===== src/rtl/dct_sample_loader.sv =====
// Serial-to-parallel sample loader for the 8-point DCT front end.
// Gathers eight DW-bit samples into a fill buffer and presents each block on n0..n7 for HOLD_CYCLES cycles.

module dct_sample_lane #(
  parameter int DW = 14
) (
  input  logic          clk,
  input  logic          rst_n,
  input  logic          wr,
  input  logic [DW-1:0] din,
  input  logic          ld,
  output logic [DW-1:0] q
);
  logic [DW-1:0] fb_q;

  // fb_q is the fill slot; q is the presented copy that survives refills
  always_ff @(posedge clk or negedge rst_n) begin
    if (!rst_n) begin
      fb_q <= '0;
      q    <= '0;
    end else begin
      if (wr) fb_q <= din;
      if (ld) q    <= fb_q;
    end
  end
endmodule

module dct_sample_loader #(
  parameter int DW          = 14,
  parameter int HOLD_CYCLES = 16
) (
  input  logic          clk,
  input  logic          rst_n,
  input  logic [DW-1:0] s_data,
  input  logic          s_valid,
  output logic          s_ready,
  output logic [DW-1:0] n0,
  output logic [DW-1:0] n1,
  output logic [DW-1:0] n2,
  output logic [DW-1:0] n3,
  output logic [DW-1:0] n4,
  output logic [DW-1:0] n5,
  output logic [DW-1:0] n6,
  output logic [DW-1:0] n7,
  output logic          blk_start,
  output logic          blk_busy
);
  localparam int NUM_LANES = 8;

  typedef enum logic {IDLE, HOLD} state_t;

  state_t                        state_q, state_d;
  logic [7:0]                    hold_q, hold_d;
  logic [2:0]                    wr_idx;
  logic                          fill_full;
  logic                          accept;
  logic                          xfer;
  logic [NUM_LANES-1:0][DW-1:0]  nq;

  // s_ready comes straight from a flop, so s_valid never reaches it combinationally
  assign s_ready  = ~fill_full;
  assign accept   = s_valid & ~fill_full;
  assign blk_busy = (state_q == HOLD);

  always_comb begin
    state_d = state_q;
    hold_d  = hold_q;
    xfer    = 1'b0;
    case (state_q)
      IDLE: if (fill_full) xfer = 1'b1;
      HOLD: begin
        if (hold_q != 8'd0)  hold_d  = hold_q - 8'd1;
        else if (fill_full)  xfer    = 1'b1;
        else                 state_d = IDLE;
      end
      default: state_d = IDLE;
    endcase
    if (xfer) begin
      state_d = HOLD;
      hold_d  = 8'(HOLD_CYCLES - 1);
    end
  end

  always_ff @(posedge clk or negedge rst_n) begin
    if (!rst_n) begin
      state_q   <= IDLE;
      hold_q    <= '0;
      blk_start <= 1'b0;
    end else begin
      state_q   <= state_d;
      hold_q    <= hold_d;
      blk_start <= xfer;
    end
  end

  // Acceptance and transfer are mutually exclusive since s_ready is low while full
  always_ff @(posedge clk or negedge rst_n) begin
    if (!rst_n) begin
      wr_idx    <= '0;
      fill_full <= 1'b0;
    end else if (accept) begin
      wr_idx <= wr_idx + 3'd1;
      if (wr_idx == 3'd7) fill_full <= 1'b1;
    end else if (xfer) begin
      fill_full <= 1'b0;
    end
  end

  for (genvar g = 0; g < NUM_LANES; g++) begin : g_lane
    dct_sample_lane #(.DW(DW)) u_lane (
      .clk  (clk),
      .rst_n(rst_n),
      .wr   (accept && (wr_idx == 3'(g))),
      .din  (s_data),
      .ld   (xfer),
      .q    (nq[g])
    );
  end

  assign n0 = nq[0];
  assign n1 = nq[1];
  assign n2 = nq[2];
  assign n3 = nq[3];
  assign n4 = nq[4];
  assign n5 = nq[5];
  assign n6 = nq[6];
  assign n7 = nq[7];
endmodule

===== config.mk =====
export PLATFORM = sky130hd
export DESIGN_NAME = dct_sample_loader
export DESIGN_NICKNAME = d
export VERILOG_FILES = /design/src/rtl/dct_sample_loader.sv
export SDC_FILE = /design/constraint.sdc
export NUM_CORES = 1
export LEC_CHECK = 0
export ABC_AREA = 1
export CAP_MARGIN = 10
export CORE_UTILIZATION = 40
export CTS_CLUSTER_DIAMETER = 150
export DETAILED_ROUTE_END_ITERATION = 12
export GPL_TIMING_DRIVEN = 0
export PLACE_DENSITY = 0.62
export SYNTH_ARGS = -nofsm -noshare
export SYNTH_HDL_FRONTEND = slang
export SYNTH_SLANG_ARGS = --single-unit

===== constraint.sdc =====
create_clock -name clk -period 3.49 [get_ports clk]
set_input_delay 0.698 -clock clk [delete_from_list [all_inputs] [get_ports clk]]
set_output_delay 0.698 -clock clk [all_outputs]
set_load 0.02 [all_outputs]

==> results.sh <==
export IMPL_syn_inst=942
export IMPL_synth_edf_count=0
export IMPL_post_cts_buffers=0
export IMPL_drc=0
export IMPL_power_density_nw_per_um2=957
export IMPL_yosys_area_share_simple_pct=21.9
export IMPL_clk_path_buf_depth=3
export IMPL_row_count=54
export IMPL_startpoint_type="register"
export IMPL_hold_path_class="in2async"
export IMPL_viasPerCell=4.80
export IMPL_ys_ff_latch=238
export IMPL_die_h_um=151
export IMPL_core_area_um2=21900
export IMPL_gp_congestion=0.836
export IMPL_hpwl_um=14800
export IMPL_grt_pass1_vias=6637
export IMPL_io_pins=132
export IMPL_critPathKind="reg2out"
export IMPL_io_buffers=131
export IMPL_fmax_mhz=413
export IMPL_clkTransAtPathRegs_ps=60
export IMPL_yosys_warnings=0
export IMPL_slowest_delay_ps=630
export IMPL_synth_ff_type="dfrtp_1"
export IMPL_cp_cell_sequence="inv_1 -> clkdlybuf4s50_1"
export IMPL_yosysTopAreaCellShare_pct=66.7
export IMPL_synth_cell_area_um2=8930
export IMPL_p_leak_nw=5.74
export IMPL_synth_xor_area_share_pct=0.0981
export IMPL_rsz0062_at_grt="no"
export IMPL_syn2layout_area_growth_pct=27.2
export IMPL_fp_dieArea_um2=22900
export IMPL_grt_max_degree=83
export IMPL_fin_crit_ps=2420
export IMPL_cp_required_ps=2790
export IMPL_initial_core_util_pct=40.8
export IMPL_routed_via_count=6691
export IMPL_drive_gt1_share_pct=5.38
export IMPL_timing_final_hold_violations=0
export IMPL_antenna_found_initial=0
export IMPL_synth_cell_types=21
export IMPL_setup_tns_ps=0
export IMPL_synth_compound_gate_area_share_pct=6.65
export IMPL_synth_most_common_cell="nand2_1"
export IMPL_cts_repair_resized=0
export IMPL_drt_iter0_markers=370
export IMPL_crit_family="buffers and inverters"
export IMPL_grt_pass1_wl_um=36100
export IMPL_grt_overflow_total=0
export IMPL_setup_viol=0
export IMPL_gr_usage_all_layers_pct=20.7
export IMPL_ys_top_cells_by_count="468 x nand2_1, 238 x dfrtp_1, 115 x o21ai_0"
export IMPL_relSlewSlack_pct=59.7
export IMPL_cts_hold_buffers=0
export IMPL_synth_seq_area_share_pct=66.7
export IMPL_drtAntennaViolNets=0
export IMPL_cts_root_buf="clkbuf_16"
export IMPL_netlist_top_cells_area="dfrtp_1 67%, nand2_1 20%, o21ai_0 6.4%, inv_1 1.3%, clkbuf_1 1.1%"
export IMPL_dpl_cell_area_um2=10700
export IMPL_worst_pin_slew_ps=604
export IMPL_fillers=2116
export IMPL_totalWireLength_um=22800
export IMPL_synth_top_area_cell="dfrtp_1"
export IMPL_clock_sinks=238
export IMPL_syn_nets=966
export IMPL_stdcell_area_um2=11400
export IMPL_avgSynthCellArea_um2=9.48
export IMPL_period_share_pct=69.5
export IMPL_synth_top_family_by_area="simple AND/OR/NAND/NOR gates"
export IMPL_cp_slowest_cell="clkdlybuf4s50_1"
export IMPL_cts_made_buffers=25
export IMPL_slew_viol_final=0
export IMPL_ir_worst_vdd_v=0.000434
export IMPL_cts_tree="yes"
export IMPL_cp_end_kind="output pin"
export IMPL_h_tree_depth=1
export IMPL_antenna_cells=0
export IMPL_p_total_mw=10.9
export IMPL_hold_slack_ps=151
export IMPL_stdcell_count=1395
export IMPL_cp_max_fo=4
export IMPL_placed_cells=1355
export IMPL_status="complete, no violations"
export IMPL_fin_nets=1126
export IMPL_dp_slack_ps=844
export IMPL_synthMuxAreaShare_pct=0
export IMPL_die_x_um=151
export IMPL_fin_skew_ps=25.7
export IMPL_synth_async_sr_flop_share_pct=100
export IMPL_cp_buffers_inverters=2
export IMPL_maxCapViolCount=0
export IMPL_dr_pass1_iters=5
export IMPL_clkLatencyLatePin_ps=520
export IMPL_fin_util_pct=51.9
export IMPL_synthAdderAreaFrac_pct=0.981
export IMPL_fin_ws_ps=1070
export IMPL_worstPathArrival_ps=1730
export IMPL_routedWlPerCell_um=16.3
cells by family (layout without fill, tap and decap cells):
logic type                 Yosys count  count (layout)
adders and majority gates            7               7
AOI/OAI and AO/OA                  118             118
DFF                                238             238
and+or+nand+nor                    503             503
xor gates and xnor gates             1               1
buffers and inverters               75             248
metal layers:
| metal | track usage (%) | part of all wire (%) |
|---|---|---|
| met3 | 3.37 | 5.2 |
| met5 | 0 | 0 |
| met2 | 33.0 | 47 |
| met1 | 29.6 | 47 |
| met4 | 4.75 | 1.5 |
sequential cells by signal, indices dropped and copies added (netlist names):
signal / cells
g_lane.u_lane.fb_q: 112
g_lane.u_lane.q: 112
hold_q: 8
wr_idx: 3
blk_busy: 1
blk_start: 1
fill_full: 1
cells in the final DEF (no fill, tap or decap), drive strengths merged:
master,count
clkdlybuf4s50,130
nor2,10
clkbuf,62
dfrtp,238
o21ai,116
xor2,1
ha,7
or2,1
inv,33
nand2,469
nand3b,2
clkinv,2
buf,21
nand3,16
a21oi,2
nand4,5
report_power, final:
group	switching [mW]	internal, mW
registers	0.704	3.98
logic	2.16	1.66
clock network	1.03	1.34
final timing paths:
kind / start / to / slack [ps] / cells after the start
max reg2reg: hold_q[0] / g_lane[2].u_lane.q[1] / 1270 / 10
max in group asynchronous: rst_n / g_lane[0].u_lane.fb_q[11] / 2120 / 3
min in group clk: g_lane[4].u_lane.fb_q[2] / g_lane[4].u_lane.q[2] / 460 / 2
max: fill_full / s_ready / 1070 / 2
min: rst_n / hold_q[0] / 150 / 1
min reg2reg: g_lane[4].u_lane.fb_q[2] / g_lane[4].u_lane.q[2] / 460 / 2
layout make-up:
| class | count | area, um^2 | area share, % |
|---|---|---|---|
| repair buffers | 133 | 1370 | 12.1 |
| well taps | 280 | 350 | 3.08 |
| plain buffers | 44 | 214 | 1.88 |
| multi-input cells | 629 | 2650 | 23.3 |
| clock inverters | 4 | 27.5 | 0.242 |
| clock buffers | 36 | 677 | 5.96 |
| inverters | 31 | 116 | 1.02 |
| flip-flops and latches | 238 | 5960 | 52.4 |
(Power assumes the default switching activity.)
